**config.mk**
```make
export PLATFORM = sky130hd
export DESIGN_NAME = mfm_write_encoder
export DESIGN_NICKNAME = d
export VERILOG_FILES = /design/src/rtl/mfm_write_encoder.sv
export SDC_FILE = /design/constraint.sdc
export NUM_CORES = 1
export LEC_CHECK = 0
export CORE_ASPECT_RATIO = 1.1
export CORE_UTILIZATION = 50
export CTS_CLUSTER_DIAMETER = 60
export DETAILED_ROUTE_END_ITERATION = 10
export GPL_TIMING_DRIVEN = 0
export PLACE_DENSITY = 0.72
export SYNTH_ARGS = -nofsm -noshare
export SYNTH_HDL_FRONTEND = slang
export SYNTH_SLANG_ARGS = --single-unit
```
**constraint.sdc**
```tcl
create_clock -name clk -period 2.7 [get_ports clk]
set_clock_uncertainty 0.2 [all_clocks]
set_input_delay 0.54 -clock clk [delete_from_list [all_inputs] [get_ports clk]]
set_output_delay 0.54 -clock clk [all_outputs]
set_load 0.05 [all_outputs]
```
**src/rtl/mfm_write_encoder.sv**
```systemverilog
// MFM write encoder: byte-wide valid/ready input, serial MFM flux-pulse output, MSB first.
// Latency: word accepted at edge E in IDLE -> LOAD at E+1 -> first half-cell on mfm_out from E+2.
// Backpressure: in_ready = ~hold_full; a word queued behind the one in flight follows back-to-back.
module mfm_write_encoder #(
  parameter int HALF_CELL_CLKS = 5,
  parameter int PULSE_CLKS     = 2,
  parameter int DATA_W         = 8
) (
  input  logic              clk,
  input  logic              reset,
  input  logic              enable,
  input  logic [DATA_W-1:0] in_data,
  input  logic              in_sync,
  input  logic              in_valid,
  output logic              in_ready,
  output logic              mfm_out,
  output logic              busy,
  output logic              underrun
);

  localparam int CW = (HALF_CELL_CLKS > 1) ? $clog2(HALF_CELL_CLKS) : 1;
  localparam int HW = $clog2(2 * DATA_W);
  localparam int IW = HW - 1;

  localparam logic [CW-1:0] LAST_CNT  = CW'(HALF_CELL_CLKS - 1);
  localparam logic [CW-1:0] PULSE_CNT = CW'(PULSE_CLKS);
  localparam logic [HW-1:0] LAST_HALF = HW'(2 * DATA_W - 1);
  localparam logic [IW-1:0] MSB_IDX   = IW'(DATA_W - 1);
  localparam logic [IW-1:0] SYNC_IDX  = IW'(2);

  typedef enum logic [1:0] {
    ST_IDLE,
    ST_LOAD,
    ST_SHIFT
  } state_e;

  state_e            state_q, state_d;
  logic [DATA_W-1:0] hold_data_q, hold_data_d;
  logic              hold_sync_q, hold_sync_d;
  logic              hold_full_q, hold_full_d;
  logic [DATA_W-1:0] shift_data_q, shift_data_d;
  logic              shift_sync_q, shift_sync_d;
  logic              prev_bit_q, prev_bit_d;
  logic [HW-1:0]     half_q, half_d;
  logic [CW-1:0]     cnt_q, cnt_d;
  logic              mfm_out_q, mfm_out_d;
  logic              underrun_q, underrun_d;

  logic take_hold;
  logic xfer;

  // MFM bit carried by half-cell h of word w: even half-cells are clock bits, odd ones data bits.
  // p is the last data bit of the preceding word (0 after IDLE).
  function automatic logic mfm_bit(input logic [DATA_W-1:0] w, input logic s,
                                   input logic p, input logic [HW-1:0] h);
    logic [IW-1:0]     idx;
    logic [DATA_W-1:0] prevs;
    logic              d;
    logic              pb;
    idx   = MSB_IDX - h[HW-1:1];
    prevs = {p, w[DATA_W-1:1]};
    d     = w[idx];
    pb    = prevs[idx];
    if (h[0]) begin
      return d;
    end
    return ~pb & ~d & ~(s & (idx == SYNC_IDX));
  endfunction

  assign xfer = in_valid & ~hold_full_q;

  // Next-state, counters, holding register and the pulse value for the coming cycle.
  always_comb begin
    state_d      = state_q;
    hold_data_d  = hold_data_q;
    hold_sync_d  = hold_sync_q;
    hold_full_d  = hold_full_q;
    shift_data_d = shift_data_q;
    shift_sync_d = shift_sync_q;
    prev_bit_d   = prev_bit_q;
    half_d       = half_q;
    cnt_d        = cnt_q;
    mfm_out_d    = 1'b0;
    underrun_d   = 1'b0;
    take_hold    = 1'b0;

    case (state_q)
      ST_IDLE: begin
        prev_bit_d = 1'b0;
        if (enable && hold_full_q) begin
          state_d = ST_LOAD;
        end
      end
      ST_LOAD: begin
        shift_data_d = hold_data_q;
        shift_sync_d = hold_sync_q;
        take_hold    = 1'b1;
        half_d       = '0;
        cnt_d        = '0;
        state_d      = ST_SHIFT;
        mfm_out_d    = mfm_bit(hold_data_q, hold_sync_q, prev_bit_q, '0) & ('0 < PULSE_CNT);
      end
      ST_SHIFT: begin
        if (cnt_q != LAST_CNT) begin
          cnt_d     = cnt_q + 1'b1;
          mfm_out_d = mfm_bit(shift_data_q, shift_sync_q, prev_bit_q, half_q) & (cnt_d < PULSE_CNT);
        end else if (half_q != LAST_HALF) begin
          cnt_d     = '0;
          half_d    = half_q + 1'b1;
          mfm_out_d = mfm_bit(shift_data_q, shift_sync_q, prev_bit_q, half_d);
        end else if (enable && hold_full_q) begin
          // Seamless reload: the next word's first half-cell follows without a gap.
          shift_data_d = hold_data_q;
          shift_sync_d = hold_sync_q;
          take_hold    = 1'b1;
          prev_bit_d   = shift_data_q[0];
          cnt_d        = '0;
          half_d       = '0;
          mfm_out_d    = mfm_bit(hold_data_q, hold_sync_q, shift_data_q[0], '0);
        end else begin
          state_d    = ST_IDLE;
          prev_bit_d = 1'b0;
          underrun_d = enable;
        end
      end
      default: begin
        state_d = ST_IDLE;
      end
    endcase

    // Consuming and refilling the holding register at the same edge keeps the new word.
    if (take_hold) begin
      hold_full_d = 1'b0;
    end
    if (xfer) begin
      hold_data_d = in_data;
      hold_sync_d = in_sync;
      hold_full_d = 1'b1;
    end
  end

  // State register with synchronous reset; reset aborts any word in flight.
  always_ff @(posedge clk) begin
    if (reset) begin
      state_q      <= ST_IDLE;
      hold_data_q  <= '0;
      hold_sync_q  <= 1'b0;
      hold_full_q  <= 1'b0;
      shift_data_q <= '0;
      shift_sync_q <= 1'b0;
      prev_bit_q   <= 1'b0;
      half_q       <= '0;
      cnt_q        <= '0;
      mfm_out_q    <= 1'b0;
      underrun_q   <= 1'b0;
    end else begin
      state_q      <= state_d;
      hold_data_q  <= hold_data_d;
      hold_sync_q  <= hold_sync_d;
      hold_full_q  <= hold_full_d;
      shift_data_q <= shift_data_d;
      shift_sync_q <= shift_sync_d;
      prev_bit_q   <= prev_bit_d;
      half_q       <= half_d;
      cnt_q        <= cnt_d;
      mfm_out_q    <= mfm_out_d;
      underrun_q   <= underrun_d;
    end
  end

  assign in_ready = ~hold_full_q;
  assign busy     = (state_q == ST_SHIFT);
  assign mfm_out  = mfm_out_q;
  assign underrun = underrun_q;

endmodule

```
==> flow_summary_export.csv, run 1 <==
group,metric,value,unit
worst_setup_path,crit_path_start,"state_q[0]$_SDFFE_PP0P_",
die,floorplan.initialDensity,53.31,%
cts,clk_pin_slew_worst_paths,0.09,ns
yosys,synth_cell_types,34,
worst_setup_path,crit_path_max_fanout,5,
finish,fin_area,0.001912,sq mm
sta,worst_pin_slew,0.5243,ns
yosys,ys_seq_area_share,37.55,%
detailed_routing,num_vias,1423,
global_route,grt.total_usage,22.35,%
sta,setup_viol,0,
cts,root_buffer,"clkbuf_4",
sta,finalCritPeriodShare,96.19,%
yosys,syn_area,0.001653,sq mm
sta,hold_ws,0.2614,ns
worst_setup_path,path_depth,3,
cts,htree_levels,2,
worst_setup_path,path_delay_family,"buffers and inverters",
yosys,synth_top_cells_by_area,"dfxtp_1 38%, mux4_2 9.5%, mux2i_1 7.9%, nand2_1 6.6%, nor2_1 5.5%",
yosys,netlist_instances,189,
min_path,hp-class,"register to register",
die,rows,21,
worst_setup_path,endpoint,"busy",
power,p_int,0.7674,mW
die,die_h,62.30,microns
cts,cts_tree,"done",
worst_setup_path,path_cells,"inv_1 -> ha_1 -> clkdlybuf4s50_1",
power,switching_power,0.4118,mW
worst_setup_path,r2r_end,"cnt_q[2]$_SDFFE_PP0P_",
global_route,grt_pass1_vias,1324,
sta,slew_headroom,65.05,%
sta,setup-tns-final,0,ns
yosys,synth_flop_cell,"dfxtp_1",
cts,insertion_delay,0.34,ns
worst_setup_path,crit_required,1.96,ns
cts,ctsResizeCount,0,
worst_setup_path,rr_startpoint,"half_q[0]$_SDFFE_PP0P_",
yosys,ys_warn_count,0,
worst_setup_path,regToRegSetupSlack,0.31,ns
yosys,synth_top_area_share,37.55,%
worst_setup_path,critPathKind,"register to output port",
cts,cts_max_path_buffers,2,
die,core_area,0.003100,sq mm
detailed_routing,drtIter0Drc,59,
sta,clock.fmax,385.0,MHz
worst_setup_path,endpoint_kind,"output port",
place,hpwl,2653,microns
place,placed_area,0.001856,sq mm
finish,num-nets-final,232,
cts,cts_sinks,31,
job,cap_violations,0,
cts,cts_setup_buffers,0,
worst_setup_path,critPathSlowestCell,"clkdlybuf4s50_1",
finish,drive_above_1_share,10.38,%
yosys,ys_ff_latch,31,
die,io_pins,17,
power,p_per_area,616.8,mW/mm^2
yosys,synth_edf_count,0,
worst_setup_path,ff2ff_path_depth,7,
sta,hold_viol,0,
detailed_routing,viasPerCell,5.785,
detailed_routing,wirelength,3544,microns
global_route,grt_max_degree,11,
yosys,syn_nets,209,
worst_setup_path,max_stage_delay,0.83,ns
worst_setup_path,critPathBufInv,2,
die,dieArea,0.003540,sq mm
global_route,antenna_found_initial,0,
power,p_leak,0.7142,nW
yosys,synthArstFlopShare,0,%
power,vdd_drop_max,0.0004536,V
cts,postCtsHoldBufs,0,
finish,num_antenna_cells,0,
worst_setup_path,cp.arrival,1.86,ns
finish,area_growth_syn_to_layout,15.67,%
yosys,avgSynthCellArea,8.745,sq um
power,combPwrFrac,32.2,%
power,pwr-share-clk,23.7,%
place,portBuffers,16,
sta,slew_viol_final,0,
global_route,grt_overflow,0,
cts,numCtsBuffers,5,
die,die_w,56.82,microns
detailed_routing,wl_per_cell,14.41,microns
outcome,outcome,"completed",
power,p_sw_share,34.92,%
place,finalWeightedCongestion,0.8768,
yosys,synth.largest_area_cell,"dfxtp_1",
global_route,grt_pass1_wl,6058,microns
detailed_routing,drc,0,
detailed_routing,drt_pass1_iterations,4,
worst_setup_path,startpoint_type,"register",
sta,rsz0062_at_grt,"no",
power,seq_power_share,44.1,%
detailed_routing,ant_nets,0,
sta,finalCriticalPeriod,2.597,ns
## layer usage
layer / GRT usage, % / up-vias / part of all wire, %
met4: 13.11 / 0 / 3.1
met3: 5.000 / 13 / 4.0
met2: 34.82 / 43 / 47
met1: 28.21 / 664 / 46
li1: - / 703 / -
met5: 0 / - / 0
## final cells by class
type | instances | area, sq um
Multi-Input combinational cell | 140 | 954.7
Fill cell | 279 | 1189
Timing Repair Buffer | 16 | 160.2
Clock inverter | 1 | 5.005
Inverter | 8 | 30.03
Sequential cell | 31 | 620.6
Tap cell | 34 | 42.54
Buffer | 10 | 47.55
Clock buffer | 6 | 51.30
## worst min path at each step
stage | start | endpoint | depth (start not counted)
final | hold_data_q[1]$_SDFFE_PP0P_ | hold_data_q[1]$_SDFFE_PP0P_ | 2
after global routing | hold_data_q[6]$_SDFFE_PP0P_ | hold_data_q[6]$_SDFFE_PP0P_ | 2
after CTS | hold_data_q[1]$_SDFFE_PP0P_ | hold_data_q[1]$_SDFFE_PP0P_ | 2
after detailed placement | hold_data_q[1]$_SDFFE_PP0P_ | hold_data_q[1]$_SDFFE_PP0P_ | 2
after global placement | hold_data_q[1]$_SDFFE_PP0P_ | hold_data_q[1]$_SDFFE_PP0P_ | 2
after floorplan | hold_data_q[0]$_SDFFE_PP0P_ | hold_data_q[0]$_SDFFE_PP0P_ | 2
## power groups by stage
stage	combinational (mW)	clock [mW]	sequential (mW)
2_1_floorplan	0.280	0	0.529
3_3_place_gp	0.359	0	0.527
3_5_place_dp	0.375	0	0.531
4_1_cts	0.378	0.284	0.520
5_1_grt	0.416	0.308	0.525
6_report	0.379	0.280	0.520
## synth_stat cells, types with 4 or more instances
cell type / instances
o21ai_0: 5
mux2i_1: 13
ha_1: 7
a21oi_1: 16
clkbuf_1: 6
nand3_1: 6
inv_1: 8
dfxtp_1: 31
nor2_1: 24
nand4_1: 4
mux4_2: 7
nand2_1: 29
## layout by cell type (no fill, tap or decap), types with 3 or more instances in the layout
cell type,count
nor2_1,24
inv_1,8
ha_1,7
mux4_2,7
mux2i_1,13
nand4_1,4
o21ai_0,5
nand2_1,29
xor2_1,3
dfxtp_1,31
clkbuf_1,6
nand2b_1,3
a21oi_1,16
clkdlybuf4s50_1,16
clkbuf_4,5
nand3_1,6
## cell families (layout without fill, tap and decap cells)
| group | after synthesis | after routing | share of synthesized area (%) |
|---|---|---|---|
| and+or+nand+nor | 77 | 77 | 21.12 |
| xor gates and xnor gates | 4 | 4 | 2.120 |
| adders and majority gates | 7 | 7 | 5.299 |
| AOI/OAI and AO/OA | 30 | 30 | 10.45 |
| muxes | 22 | 22 | 18.77 |
| buffers and inverters | 18 | 41 | 4.693 |
| DFF | 31 | 31 | 37.55 |
## flip-flops by register name, summed over array words and instances, names as in the netlist
signal,cells
hold_full_q,1
cnt_q,3
underrun,1
half_q,4
hold_sync_q,1
prev_bit_q,1
shift_sync_q,1
state_q,2
hold_data_q,8
mfm_out,1
shift_data_q,8
## worst register-to-register path: stages, from the launching register on
cell and delay (ns):
dfxtp_1 0.51, ha_1 0.26, nand3_1 0.14, nor2_1 0.34, nand2_1 0.17, o21ai_0 0.38
o21ai_0 0.19, a21oi_1 0.15
## per-stage QoR
step / setup slack (ns) / cells / utilization (%) / power [mW]
floorplan: 0.6843 / 189 / - / 0.8080
finish: 0.1028 / 246 / 61.66 / 1.179
detailed placement: 0.3672 / 239 / 59.85 / 0.9060
global route: 0.02167 / 246 / 61.66 / 1.249
global placement: 0.4015 / 239 / 59.85 / 0.8864
CTS: 0.1045 / 246 / 61.66 / 1.181
No activity file was read; power rests on OpenSTA's default activity.
==> run 2, diff against run 1 <==
Settings changed: REMOVE_ABC_BUFFERS set to 1.
==> flow_summary_export.csv, run 2 (same netlist as run 1, synthesis figures left out) <==
group,metric,value,unit
detailed_routing,ant_nets,0,
power,vdd_drop_max,0.0003837,V
finish,num_antenna_cells,0,
detailed_routing,wl_per_cell,13.47,microns
worst_setup_path,startpoint_type,"register",
sta,slew_viol_final,0,
sta,worst_pin_slew,1.093,ns
power,p_leak,0.7099,nW
die,die_w,56.82,microns
detailed_routing,drc,0,
detailed_routing,wirelength,3205,microns
worst_setup_path,crit_path_max_fanout,14,
outcome,outcome,"completed",
die,rows,21,
finish,multiInputGateArea,954.7,sq um
global_route,grt_pass1_vias,1295,
job,cap_violations,0,
detailed_routing,drt_pass1_iterations,4,
detailed_routing,num_vias,1364,
worst_setup_path,cp.arrival,1.82,ns
global_route,grt_pass1_wl,5802,microns
sta,rsz0062_at_grt,"no",
sta,clock.fmax,390.7,MHz
finish,area_growth_syn_to_layout,14.99,%
global_route,antenna_found_initial,0,
worst_setup_path,rr_startpoint,"half_q[2]$_SDFFE_PP0P_",
sta,setup_viol,0,
worst_setup_path,crit_required,1.96,ns
die,core_area,0.003100,sq mm
detailed_routing,drtIter0Drc,42,
finish,layout_commonest_cell,"dfxtp_1",
die,floorplan.initialDensity,53.31,%
finish,nFillCells,267,
finish,fin_area,0.001901,sq mm
place,hpwl,2378,microns
die,dieArea,0.003540,sq mm
sta,finalCritPeriodShare,94.81,%
cts,insertion_delay,0.33,ns
sta,slew_headroom,26.93,%
finish,num-nets-final,223,
place,pre_cts_ws,-0.1048,ns
detailed_routing,viasPerCell,5.731,
place,portBuffers,16,
cts,root_buffer,"clkbuf_4",
sta,hold_viol,0,
die,die_h,62.30,microns
min_path,hp-class,"register to register",
finish,layout_common_cells,"31 x dfxtp_1, 29 x nand2_1, 24 x nor2_1",
cts,cts_tree,"done",
cts,cts_setup_buffers,0,
sta,setup-tns-final,0,ns
global_route,grt_overflow,0,
finish,seqCellArea,620.6,sq um
min_path,hold_start,"hold_data_q[1]$_SDFFE_PP0P_",
power,p_per_area,669.6,mW/mm^2
die,io_pins,17,
cts,clk_pin_slew_worst_paths,0.10,ns
sta,finalCriticalPeriod,2.560,ns
cts,numCtsBuffers,5,
finish,largest_registers,"hold_data_q x8, shift_data_q x8, half_q x4",
worst_setup_path,crit_path_start,"state_q[0]$_SDFFE_PP0P_",
worst_setup_path,endpoint_kind,"output port",
sta,setup_slack,0.1402,ns
cts,htree_levels,2,
worst_setup_path,critPathKind,"register to output port",
global_route,grt.total_usage,20.65,%
global_route,grt_max_degree,33,
finish,drive_above_1_share,9.804,%
cts,cts_max_path_buffers,2,
place,finalWeightedCongestion,0.8616,
cts,cts_sinks,31,
place,placed_area,0.001815,sq mm
-- run 2: cell types whose count changed in the layout (fill, tap and decap cells not counted), sizes merged --
| cell | change |
|---|---|
| clkbuf | -6 |
| buf | -3 |
| bufinv | +1 |
| clkdlybuf4s50 | -1 |
| dlygate4sd2 | +1 |
-- run 2: worst max-delay path, stage by stage (launching register included) --
cell           delay [ns]
dfxtp_1              0.34
inv_1                0.11
ha_1                 0.46
dlygate4sd2_1        0.59
-- run 2: report_power, final --
part	total, mW	leakage, nW	switching [mW]	internal (mW)
Sequential	0.519	0.252	0.0272	0.492
Clock	0.380	0.0482	0.162	0.219
Combinational	0.374	0.410	0.216	0.158
Total	1.27	0.710	0.404	0.868
-- run 2: repair_timing --
item	4_1_cts	5_1_grt
endpoints found under the setup margin	1	0
hold endpoints to repair	0	0
gates resized for setup	1	0
hold buffers	0	0
-- run 2: cell type report --
type                            instances  share of cell area (%)
Sequential cell                        31                   32.65
Multi-Input combinational cell        140                   50.23
Clock buffer                            6                   2.699
Tap cell                               34                   2.238
Clock inverter                          2                   1.843
Inverter                                8                   1.580
Timing Repair Buffer                   17                   8.756
-- run 2: worst paths after layout --
path                                      end  slack [ns]  cells after the start
hold reg to reg   hold_data_q[1]$_SDFFE_PP0P_        0.26                      2
setup reg to reg           mfm_out$_SDFF_PP0_        0.24                      6
hold / removal    hold_data_q[1]$_SDFFE_PP0P_        0.26                      2
setup / recovery                         busy        0.14                      3
-- run 2: metrics by stage --
| stage | cells | total power, mW | utilization, % | hold slack (ns) |
|---|---|---|---|---|
| CTS | 238 | 1.281 | 61.30 | 0.2638 |
| detailed placement | 230 | 0.9034 | 58.56 | 0.2484 |
| global route | 238 | 1.348 | 61.30 | 0.2777 |
| global placement | 229 | 0.8837 | 58.31 | 0.2440 |
| floorplan | 179 | 0.7986 | - | 0.2300 |
| finish | 238 | 1.273 | 61.30 | 0.2632 |
-- run 2: layer usage --
metal | GRT usage, % | vias to the layer above | routed length [microns]
met1 | 27.14 | 646 | 1502
met2 | 33.04 | 21 | 1548
met4 | 7.317 | 0 | 44
met5 | 0 | - | 0
met3 | 5.000 | 6 | 108
li1 | - | 691 | -
==> run 3, diff against run 2 <==
Settings changed: PLACE_DENSITY 0.72 to 0.74.
Clock period 2.7 ns to 2.2 ns, I/O delays scaled along.
==> flow_summary_export.csv, run 3 (same netlist as run 1, synthesis figures left out) <==
group,metric,value,unit
worst_setup_path,r2r_end,"mfm_out$_SDFF_PP0_",
detailed_routing,drt_pass1_iterations,7,
detailed_routing,wl_per_cell,14.66,microns
sta,slew_headroom,25.52,%
worst_setup_path,critPathKind,"register to register",
place,placed_area,0.001815,sq mm
sta,rsz0062_at_grt,"no",
worst_setup_path,startpoint_type,"register",
detailed_routing,viasPerCell,5.883,
worst_setup_path,endpoint_kind,"register",
sta,hold_ws,0.2590,ns
die,rows,21,
finish,largest_registers,"hold_data_q x8, shift_data_q x8, half_q x4",
job,cap_violations,0,
die,die_h,62.30,microns
worst_setup_path,crit_required,2.27,ns
finish,num_antenna_cells,0,
sta,setup-tns-final,0,ns
global_route,grt.total_usage,22.92,%
sta,slew_viol_final,0,
die,io_pins,17,
global_route,grt_overflow,0,
finish,area_growth_syn_to_layout,18.17,%
global_route,grt_pass1_wl,6230,microns
outcome,failed_checks,"design-rule violations",
sta,setup_viol,0,
cts,clk_pin_slew_worst_paths,0.10,ns
sta,finalCriticalPeriod,2.092,ns
die,core_area,0.003100,sq mm
global_route,antenna_found_initial,0,
cts,insertion_delay,0.33,ns
die,die_w,56.82,microns
worst_setup_path,cp.arrival,2.16,ns
global_route,grt_max_degree,33,
detailed_routing,num_vias,1406,
place,pre_cts_ws,-0.4443,ns
finish,layout_commonest_cell,"nand2_1",
power,p_per_area,804.3,mW/mm^2
finish,layout_common_cells,"29 x nand2_1, 27 x dfxtp_1, 23 x nor2_1",
worst_setup_path,crit_path_max_fanout,8,
cts,htree_levels,2,
power,power.total,1.571,mW
sta,clock.fmax,478.0,MHz
outcome,outcome,"complete, but fails checks",
power,p_leak,0.7176,nW
sta,finalCritPeriodShare,95.09,%
detailed_routing,drtIter0Drc,43,
worst_setup_path,crit_path_start,"half_q[0]$_SDFFE_PP0P_",
sta,worst_pin_slew,1.117,ns
finish,drive_above_1_share,15.12,%
sta,hold_viol,0,
place,dp_cells,230,
finish,fin_area,0.001953,sq mm
finish,stdcell_count,239,
global_route,grt_pass1_vias,1438,
min_path,hp-class,"register to register",
power,vdd_drop_max,0.0004519,V
worst_setup_path,rr_startpoint,"half_q[0]$_SDFFE_PP0P_",
place,finalWeightedCongestion,0.8583,
finish,final_util,62.99,%
sta,setup_slack,0.1079,ns
worst_setup_path,ff2ff_path_depth,6,
place,portBuffers,16,
place,hpwl,2496,microns
die,floorplan.initialDensity,53.31,%
cts,cts_tree,"done",
die,dieArea,0.003540,sq mm
cts,postCtsHoldBufs,0,
cts,cts_max_path_buffers,2,
cts,root_buffer,"clkbuf_4",
detailed_routing,wirelength,3503,microns
cts,numCtsBuffers,5,
detailed_routing,drc,2,
worst_setup_path,endpoint,"mfm_out$_SDFF_PP0_",
detailed_routing,ant_nets,0,
cts,cts_sinks,31,
worst_setup_path,regToRegSetupSlack,0.11,ns
finish,num-nets-final,224,
## run 3: cell type report
class | count | area (sq um)
Tap cell | 34 | 42.54
Timing Repair Buffer | 18 | 171.4
Sequential cell | 31 | 633.1
Clock buffer | 6 | 51.30
Clock inverter | 2 | 35.03
Inverter | 8 | 30.03
Multi-Input combinational cell | 140 | 989.7
Fill cell | 256 | 1147
## run 3: what timing repair did
action	4_1_cts	5_1_grt
setup endpoints to repair	16	10
buffers inserted	0	1
resized for setup	13	9
## run 3: critical path, cell delays in order (launching register included)
cell and delay, ns:
dfxtp_4 0.41, ha_2 0.32, inv_1 0.13, mux4_2 0.52, mux2i_2 0.19, nand4_1 0.12, a21oi_1 0.14
## run 3: worst min path at each step
stage	startpoint	to	slack, ns	depth (start not counted)
final	hold_data_q[0]$_SDFFE_PP0P_	hold_data_q[0]$_SDFFE_PP0P_	0.26	2
after detailed placement	hold_data_q[0]$_SDFFE_PP0P_	hold_data_q[0]$_SDFFE_PP0P_	0.25	2
after global routing	hold_data_q[0]$_SDFFE_PP0P_	hold_data_q[0]$_SDFFE_PP0P_	0.29	2
after global placement	hold_data_q[0]$_SDFFE_PP0P_	hold_data_q[0]$_SDFFE_PP0P_	0.24	2
after floorplan	hold_data_q[0]$_SDFFE_PP0P_	hold_data_q[0]$_SDFFE_PP0P_	0.23	2
after CTS	hold_data_q[0]$_SDFFE_PP0P_	hold_data_q[0]$_SDFFE_PP0P_	0.26	2
## run 3: power by group
group,total (mW),switching [mW],internal (mW),leakage (nW)
sequential,0.635,0.0352,0.600,0.255
clock,0.470,0.201,0.268,0.0482
combinational,0.466,0.269,0.198,0.415
## run 3: per-layer routing
layer  up-vias  GRT usage [%]  routed length [microns]
li1        690              -                        -
met1       668          25.30                     1506
met2        37          39.88                     1760
met3        11          5.833                      140
met4         0          12.20                       95
met5         -              0                        0
